[src/rtl/run_counter_pkg.sv]
// Shared state encoding for the lookahead run counter.
package run_counter_pkg;

  localparam logic [1:0] IDLE = 2'b00;
  localparam logic [1:0] RUN  = 2'b01;
  localparam logic [1:0] DONE = 2'b10;

  typedef enum logic [1:0] {
    StIdle = IDLE,
    StRun  = RUN,
    StDone = DONE
  } state_e;

endpackage

[src/rtl/cla_inc_dec.sv]
// Combinational +1/-1 step with group carry-lookahead; cout flags overflow (up) or underflow (down).
module cla_inc_dec #(
  parameter int unsigned WIDTH = 8,
  parameter int unsigned GROUP = 4
) (
  input  logic [WIDTH-1:0] in,
  input  logic             dir,
  output logic [WIDTH-1:0] out,
  output logic             cout
);

  localparam int unsigned NumGroups = WIDTH / GROUP;

  logic [WIDTH-1:0]     t;
  logic [NumGroups-1:0] grp_p;
  logic [NumGroups:0]   grp_c;
  logic                 bit_c;

  always_comb begin
    // A bit propagates the step when it is 1 going up, or 0 going down.
    t = dir ? in : ~in;

    grp_p = '0;
    for (int unsigned g = 0; g < NumGroups; g++) begin
      grp_p[g] = &t[g*GROUP +: GROUP];
    end

    // Each group carry-in is the flat AND of all lower group propagates.
    grp_c = '0;
    for (int unsigned g = 0; g <= NumGroups; g++) begin
      grp_c[g] = 1'b1;
      for (int unsigned k = 0; k < g; k++) begin
        grp_c[g] = grp_c[g] & grp_p[k];
      end
    end

    out   = '0;
    bit_c = 1'b0;
    for (int unsigned i = 0; i < WIDTH; i++) begin
      bit_c = grp_c[i/GROUP];
      for (int unsigned j = (i/GROUP)*GROUP; j < i; j++) begin
        bit_c = bit_c & t[j];
      end
      out[i] = in[i] ^ bit_c;
    end

    cout = grp_c[NumGroups];
  end

endmodule

[src/rtl/lookahead_run_counter.sv]
// Run counter: loads a start value, steps up/down while enabled, pulses done at the limit.
module lookahead_run_counter
  import run_counter_pkg::*;
#(
  parameter int unsigned WIDTH    = 8,
  parameter int unsigned GROUP    = 4,
  parameter int unsigned SATURATE = 0
) (
  input  logic             clk,
  input  logic             rst_n,
  input  logic             start,
  input  logic [WIDTH-1:0] start_val,
  input  logic [WIDTH-1:0] limit,
  input  logic             up,
  input  logic             en,
  input  logic             abort,
  input  logic             clr_sat,
  output logic [WIDTH-1:0] count,
  output logic             busy,
  output logic             done,
  output logic             wrap,
  output logic             sat
);

  localparam bit Clamp = (SATURATE != 0);

  state_e           state_q;
  logic [WIDTH-1:0] count_q;
  logic             wrap_q;
  logic             sat_q;
  logic [WIDTH-1:0] step_val;
  logic             step_ovf;

  cla_inc_dec #(
    .WIDTH(WIDTH),
    .GROUP(GROUP)
  ) u_step (
    .in  (count_q),
    .dir (up),
    .out (step_val),
    .cout(step_ovf)
  );

  always_ff @(posedge clk) begin
    if (!rst_n) begin
      state_q <= StIdle;
      count_q <= '0;
      wrap_q  <= 1'b0;
      sat_q   <= 1'b0;
    end else begin
      wrap_q <= 1'b0;
      // A clamp later in this block overrides the clear.
      if (clr_sat) begin
        sat_q <= 1'b0;
      end
      unique case (state_q)
        StIdle: begin
          if (start) begin
            count_q <= start_val;
            state_q <= (start_val == limit) ? StDone : StRun;
          end
        end
        StRun: begin
          if (abort) begin
            state_q <= StIdle;
          end else if (en) begin
            if (step_ovf && Clamp) begin
              sat_q <= 1'b1;
              if (count_q == limit) begin
                state_q <= StDone;
              end
            end else begin
              count_q <= step_val;
              wrap_q  <= step_ovf;
              if (step_val == limit) begin
                state_q <= StDone;
              end
            end
          end
        end
        StDone: begin
          state_q <= StIdle;
        end
        default: begin
          state_q <= StIdle;
        end
      endcase
    end
  end

  assign count = count_q;
  assign busy  = (state_q == StRun);
  assign done  = (state_q == StDone);
  assign wrap  = wrap_q;
  assign sat   = sat_q;

endmodule

[config.mk]
export PLATFORM = sky130hd
export DESIGN_NAME = lookahead_run_counter
export DESIGN_NICKNAME = d
export VERILOG_FILES = /design/src/rtl/run_counter_pkg.sv /design/src/rtl/cla_inc_dec.sv /design/src/rtl/lookahead_run_counter.sv
export SDC_FILE = /design/constraint.sdc
export NUM_CORES = 1
export LEC_CHECK = 0
export CORE_ASPECT_RATIO = 0.6
export CORE_UTILIZATION = 42
export CTS_CLUSTER_DIAMETER = 60
export DETAILED_ROUTE_END_ITERATION = 10
export PLACE_DENSITY = 0.76
export SYNTH_ARGS = -nofsm -noshare
export SYNTH_HDL_FRONTEND = slang
export SYNTH_SLANG_ARGS = --single-unit
[constraint.sdc]
create_clock -name clk -period 4.2 [get_ports clk]
set_clock_uncertainty 0.05 [all_clocks]
set_input_delay 1.26 -clock clk [delete_from_list [all_inputs] [get_ports clk]]
set_output_delay 1.26 -clock clk [all_outputs]
set_load 0.01 [all_outputs]
-- Word level (Yosys, flattened, before mapping)
Cells that the tools add are included.
- word-level logic and storage cells: 48
- input port bits: 23
- bits in registers: 11
- output and inout port bits: 12
- reduce and logical (&&, ||, !) cells: 7
- equal/unequal tests: 9
- bitwise gates (word level): 18
- mux-type cells: 11
- operators by type and width (cell ; count):
    8-bit two-way mux ; 4
    8-bit == test ; 2
    8-bit case mux with 2 select lines ; 1
    4-bit AND reduction ; 3
    2-bit two-way mux ; 5
    8-bit inverter ; 1
    1-bit XOR ; 7
    1-bit bitwise AND ; 6
    2-bit != test (second input constant) ; 3
    1-bit inverter ; 4
    2-bit case mux with 2 select lines ; 1
    4-bit OR reduction ; 1
    3-bit by 2-bit != test with 1-bit output (second input constant) ; 1
    3-bit != test (second input constant) ; 1
    3-bit AND reduction ; 1
    2-bit by 1-bit == test with 1-bit output (second input constant) ; 1
    2-bit == test (second input constant) ; 1
    2-bit logical NOT ; 1
    2-bit nonzero test ; 1

-- Longest topological paths before layout
Gate-level depths: netlist (run 1).
- depth after elaboration: 12
- mapped depth: 7
- mapped depth without buffers: 6

-- Modules after synthesis
Synthesis (run 1) repeated with hierarchy kept, for this count alone.
- cell total of the unflattened synthesis: 110
- area, all modules: 952.2 µm²
- modules (own cells, without submodules) (module ; area an instance (µm²) ; seq. area each (µm²) ; instances ; cells an instance):
    lookahead_run_counter ; 740.7 ; 220.2 ; 1 ; 79
    cla_inc_dec ; 211.5 ; 0.0 ; 1 ; 31

-- Worst setup path before layout (run 1)
Ideal clock, no wire load.
- kind: input port to flip-flop
- from: input port up
- to: register state_q[1]
- buffers on the path: 1
- library setup time: 0.059 ns
- data arrival time: 2.974 ns
- data required time: 4.091 ns
- stages: 7
- path slack: 1.117 ns
- path through: clkbuf_1 > or4_4 > o22ai_1 > nand2_1 > xnor2_1 > a2111oi_2 > a22o_1
- word-level cells in the longest chain between the ends: 9
- elaborated cells on any way between the ends: 17
- classes of those cells: 2 x eq/ne; 1 x mux; 12 x bitwise; 2 x reduce/logical
- RTL lines (item ; RTL line ; text):
    start, declared ; lookahead_run_counter.sv:14 ; input logic up,
    8-bit two-way mux * ; cla_inc_dec.sv:21 ; t = dir ? in : ~in;
    4-bit AND reduction ; cla_inc_dec.sv:25 ; grp_p[g] = &t[g*GROUP +: GROUP];
    1-bit bitwise AND (3 in series) ; cla_inc_dec.sv:42 ; bit_c = bit_c & t[j];
    1-bit XOR ; cla_inc_dec.sv:44 ; out[i] = in[i] ^ bit_c;
    8-bit == test * ; lookahead_run_counter.sv:75 ; if (step_val == limit) begin
    3-bit by 2-bit != test with 1-bit output (no line) * ; -- ;
    3-bit AND reduction (no line) * ; -- ;
    end signal, assigned ; lookahead_run_counter.sv:76 ; state_q <= StDone;
    end signal, assigned ; lookahead_run_counter.sv:82 ; state_q <= StIdle;
    end signal, assigned ; lookahead_run_counter.sv:85 ; state_q <= StIdle;
    end, declared ; lookahead_run_counter.sv:27 ; state_e state_q;
Mark *: on every way between the ends. The rest lies on a longest branch, timed or not.
A chain may end at the register's enable or synchronous reset.

-- Worst setup path in the final report (run 1)
- from: register state_q[1]
- to: output port busy
- word-level cells in the longest chain between the ends: 1
- RTL lines (item ; RTL line ; text):
    start signal, assigned ; lookahead_run_counter.sv:46 ; state_q <= StIdle;
    start signal, assigned ; lookahead_run_counter.sv:60 ; state_q <= (start_val == limit) ? StDone : StRun;
    start signal, assigned ; lookahead_run_counter.sv:65 ; state_q <= StIdle;
    2-bit by 1-bit == test with 1-bit output ; lookahead_run_counter.sv:92 ; assign busy = (state_q == StRun);
    end, declared ; lookahead_run_counter.sv:19 ; output logic busy,
Every way passes these cells.

==> results of run 1 <==
[area by class of cell]
type	count	area, um2	area share [%]
clock buffers	4	45.04	3.306
inverters	3	11.26	0.8264
multi-input cells	105	713.2	52.34
flip-flops and latches	11	220.2	16.16
well taps	30	37.54	2.755
repair buffers	34	335.3	24.61
[state kept, by name, summed over array words and instances (netlist names)]
register / count
wrap: 1
count: 8
state_q: 2
[cells in the mapped netlist, drive strengths merged (2+ instances only)]
cell type and number:
nand2 20, nand4 5, xnor2 18, clkbuf 4, o31ai 5, nand2b 2, buf 3, a21oi 4
nor3 2, a22o 3, xor2 3, or4 2, dfxtp 11, nor2b 8, nor2 4, o22ai 2
o21ai 6, a22oi 6, inv 3
[power breakdown]
| group | total [uW] | leakage [uW] | internal (uW) | switching (uW) |
|---|---|---|---|---|
| Clock | 107 | 0.0000228 | 66.7 | 40.5 |
| Sequential | 126 | 0.0000902 | 112 | 13.7 |
| Combinational | 144 | 0.000385 | 78.6 | 65.0 |
| Total | 377 | 0.000498 | 257 | 119 |
[stage by stage]
step           instance area [um2]  util [%]
2_1_floorplan                982.2         -
3_3_place_gp                  1318     60.45
3_5_place_dp                  1318     60.45
4_1_cts                       1363     62.51
5_1_grt                       1363     62.51
6_report                      1363     62.51
[logic make-up after synthesis]
logic type | synth area share, %
AO/OA/AOI/OAI | 22.04
XOR/XNOR | 21.15
buffers and inverters | 4.967
flip-flops | 22.42
multiplexers | 1.528
other | 0.3818
AND/OR/NAND/NOR | 27.52
[worst max-delay path by stage]
stage	endpoint	slack [ps]	depth (start not counted)
finish	busy	870	3
global route	busy	750	3
CTS	busy	890	3
detailed placement	state_q[0]$_SDFFE_PN0P_	680	7
global placement	state_q[1]$_SDFFE_PN0P_	720	7
floorplan	state_q[1]$_SDFFE_PN0P_	1120	7
[worst reg2reg max path: cells and delay by family (launching register included)]
family,cells,cell delay (ps)
AOI/OAI and AO/OA,3,900
and+or+nand+nor,2,750
DFF,1,400
xor gates and xnor gates,1,180
[layer usage]
| layer | up-vias | global-route usage [%] |
|---|---|---|
| li1 | 505 | - |
| met1 | 468 | 25.64 |
| met2 | 26 | 31.32 |
| met3 | 5 | 6.977 |
| met4 | 0 | 7.222 |
| met5 | - | 0 |
==> out/metrics.yaml, run 1 <==
outcome: "completed"
avgSynthCellArea_um2: 7.795
post_drt_wl_per_cell_um: 12.67
clock_path_buffers: 2
start_util_pct: 45.06
critPathSlowestCell: "nand2b_1"
grt_overflow_total: 0
dr_wl_met3_um: 134
dp_slack_ps: 676.5
drtAntennaViolNets: 0
area_growth_syn_to_layout_pct: 38.73
crit_family: "buffers and inverters"
fill_cells: 197
fin_cells: 187
die_w_um: 64.43
grt_pass1_wl_mm: 3.601
htreeDepth: 1
drc_errors: 0
hold_violations: 0
fp-row-count: 13
min_from: "count[0]$_SDFFE_PN0P_"
gr-usage-all-layers_pct: 20.03
firstDrtPassIters: 4
via_per_inst: 5.369
postSynthCellCount: 126
r2r-end: "state_q[1]$_SDFFE_PN0P_"
cts-root-buf: "clkbuf_8"
synthArstFlopShare_pct: 0
hp-class: "reg2reg"
layout_min_cycle_time_ps: 3331
hold-worst-slack_ps: 535.0
place.gp.congestion: 0.8243
num-nets-final: 181
relSlewSlack_pct: 52.66
drive_gt1_share_pct: 8.280
hold_buffers: 0
grt_max_degree: 20
die_h_um: 39.46
netlist.area_leader.share_pct: 22.42
setup_tns_ps: 0
ys_ff_latch: 11
power_uw: 376.6
clk_pin_slew_worst_paths_ps: 50
cts_tree: "built"
critPathMaxFanout: 19
clkLatencyLatePin_ps: 240
crit_buf_inv: 2
crit_type: "reg2out"
synth_edf_count: 0
p_leak_uw: 0.0004979
worst_pin_slew_ps: 710.0
ios: 35
end_kind: "output pin"
rsz0062_at_grt: "false"
finalCritPeriodShare_pct: 79.31
cp.arrival_ps: 2020
whs_path_depth: 2
hold_end: "count[0]$_SDFFE_PN0P_"
finalMaxSlewViolations: 0
grt_pass1_vias: 814
yosysSeqAreaShare_pct: 22.42
reg2reg_from: "count[0]$_SDFFE_PN0P_"
setup_viol: 0
io_buffers: 32
syn-num-nets: 149
dp.cells: 183
r2r_cells: 6
yosysWarningCount: 0
drtIter0Drc: 46
cts_setup_buffers: 0
ir_drop_v: 0.0001459
final_common_cell: "clkdlybuf4s50_1"
r2r_setup_slack_ps: 1860
drv_cap: 0
startpoint: "state_q[1]$_SDFFE_PN0P_"
wl_met1_mm: 1.239
fin_ws_ps: 869.1
crit_path_cell_trace: "nand2b_1 -> inv_1 -> clkdlybuf4s50_1"
numCtsBuffers: 3
final_cell_mix: "clkdlybuf4s50_1 (32), nand2_1 (20), xnor2_1 (18)"
via_count: 1004
wl_mm: 2.369
antenna_found_initial: 0
cts_sinks: 11
dr.max_layer_used: "met4"
synth_largest_area_cell: "dfxtp_1"
cp.required_ps: 2890
ys.flop_type: "dfxtp_1"
cts_resized: 0
dieArea_um2: 2542
synth_area_um2: 982.2
yosys.cell_types.count: 38
antennaDiodeCount: 0
coreArea_um2: 2180
max_freq_mhz: 300.2
synth_area_leaders: "dfxtp_1 (22%), xnor2_1 (16%), nand2_1 (7.6%)"
wl_met2_um: 972
p_per_area_nw_per_um2: 276.4
worst_setup_path_start_kind: "flop"
max_stage_delay_ps: 580
Note: power is estimated with default switching activity, not from simulation.
==> run 2: changes to the inputs <==
- CORE_UTILIZATION: 42 -> 40
- PLACE_DENSITY: 0.76 -> 0.75
- clock period: 4.2 -> 2.9 ns (I/O delays scaled with it)
==> out/metrics.yaml, run 2 (same netlist as run 1, synthesis figures left out) <==
fin_util_pct: 64.27
p_per_area_nw_per_um2: 407.3
setup_viol: 0
drv_cap: 0
htreeDepth: 1
critPathMaxFanout: 3
drc_errors: 0
critPathSlowestCell: "clkdlybuf4s50_1"
cp.required_ps: 3040
whs_path_depth: 2
drtAntennaViolNets: 0
hpwl_mm: 2.143
outcome: "completed"
die_h_um: 40.39
wl_mm: 2.864
clkLatencyLatePin_ps: 250
ios: 35
gr-usage-all-layers_pct: 24.51
p_leak_uw: 0.0005447
layout_min_cycle_time_ps: 2763
p_int_uw: 391.2
post_drt_wl_per_cell_um: 14.61
grt_pass1_vias: 1010
grt_max_degree: 19
worst_setup_path_start_kind: "input port"
clk_pin_slew_worst_paths_ps: 50
ir_drop_v: 0.0002390
netSwitchingFraction_pct: 33.41
drtIter0Drc: 74
cts_resized: 0
drive_gt1_share_pct: 13.25
cts_sinks: 11
clock_power_share_pct: 29.0
numCtsBuffers: 3
cts_tree: "built"
coreArea_um2: 2245
hp-class: "reg2reg"
die_w_um: 65.97
clock_path_buffers: 2
antenna_found_initial: 0
finalMaxSlewViolations: 0
io_buffers: 32
grt_pass1_wl_mm: 4.560
crit_type: "in2reg"
power_frac_seq_pct: 31.1
max_stage_delay_ps: 440
max_freq_mhz: 361.9
dieArea_um2: 2664
hold-worst-slack_ps: 538.6
crit_path_cell_trace: "clkdlybuf4s50_1 -> or4_4 -> o22ai_1 -> nand2_1 -> xnor2_1 -> a2111oi_2 -> a22o_1"
area_growth_syn_to_layout_pct: 46.88
fp-row-count: 13
via_count: 1088
fill_cells: 193
hold_buffers: 0
largest_reg_flops: 8
cts_setup_buffers: 0
antennaDiodeCount: 0
hold_violations: 0
place.gp.congestion: 0.8455
p_comb_share_pct: 39.9
firstDrtPassIters: 4
final_cell_mix: "clkdlybuf4s50_1 (32), nand2_1 (20), xnor2_1 (18)"
grt_overflow_total: 0
num-nets-final: 190
via_per_inst: 5.551
r2r_cells: 6
rsz0062_at_grt: "false"
cts-root-buf: "clkbuf_8"
p_switching_uw: 196.3
end_kind: "flop"
finalCritPeriodShare_pct: 95.29
final_common_cell: "clkdlybuf4s50_1"
cp.arrival_ps: 2910
start_util_pct: 43.76
[run 2: metrics by stage]
step           TNS, ps  instance area, um2  power (uW)  std cells  setup WS (ps)
6_report             0                1443       587.5        196          136.5
5_1_grt              0                1443       615.2        196          48.17
3_3_place_gp    -129.7                1398       409.2        192         -67.28
3_5_place_dp    -223.8                1398       417.1        192         -102.5
4_1_cts              0                1443       585.1        196          137.0
2_1_floorplan        0               982.2       315.2        126          207.1
[run 2: layout make-up]
type	instances	area [um2]	area share, %
flip-flops and latches	11	220.2	15.26
clock buffers	4	45.04	3.122
multi-input cells	105	713.2	49.44
well taps	30	37.54	2.602
repair buffers	43	415.4	28.79
inverters	3	11.26	0.7806
[run 2: path summary, 6_finish.rpt]
check / from / end / slack [ps]
min: count[0]$_SDFFE_PN0P_ / count[0]$_SDFFE_PN0P_ / 540
min reg2reg: count[0]$_SDFFE_PN0P_ / count[0]$_SDFFE_PN0P_ / 540
max: up / state_q[1]$_SDFFE_PN0P_ / 140
max reg2reg: count[0]$_SDFFE_PN0P_ / state_q[1]$_SDFFE_PN0P_ / 640
[run 2: critical path, delay by kind of cell]
kind,cells,cell delay [ps]
buffers and inverters,1,440
AND/OR/NAND/NOR,2,580
XOR/XNOR,1,170
AO/OA/AOI/OAI,3,860
[run 2: power by group through the flow]
| stage | Clock (uW) | Combinational, uW | Sequential, uW |
|---|---|---|---|
| 2_1_floorplan | 0 | 132 | 184 |
| 3_3_place_gp | 0 | 225 | 184 |
| 3_5_place_dp | 0 | 231 | 186 |
| 4_1_cts | 169 | 233 | 182 |
| 5_1_grt | 175 | 255 | 185 |
| 6_report | 170 | 234 | 183 |
[run 2: layer usage]
metal / share of wire, % / GRT usage [%] / up-vias
li1: - / - / 523
met1: 46 / 27.82 / 509
met2: 43 / 44.39 / 50
met3: 9.5 / 8.523 / 6
met4: 1.4 / 8.511 / 0
met5: 0 / 0 / -
==> run 3: changes to the inputs <==
- TNS_END_PERCENT: unset -> 30
==> results of run 3 <==
Final layout, timing and power as in run 2 (identical DEF).
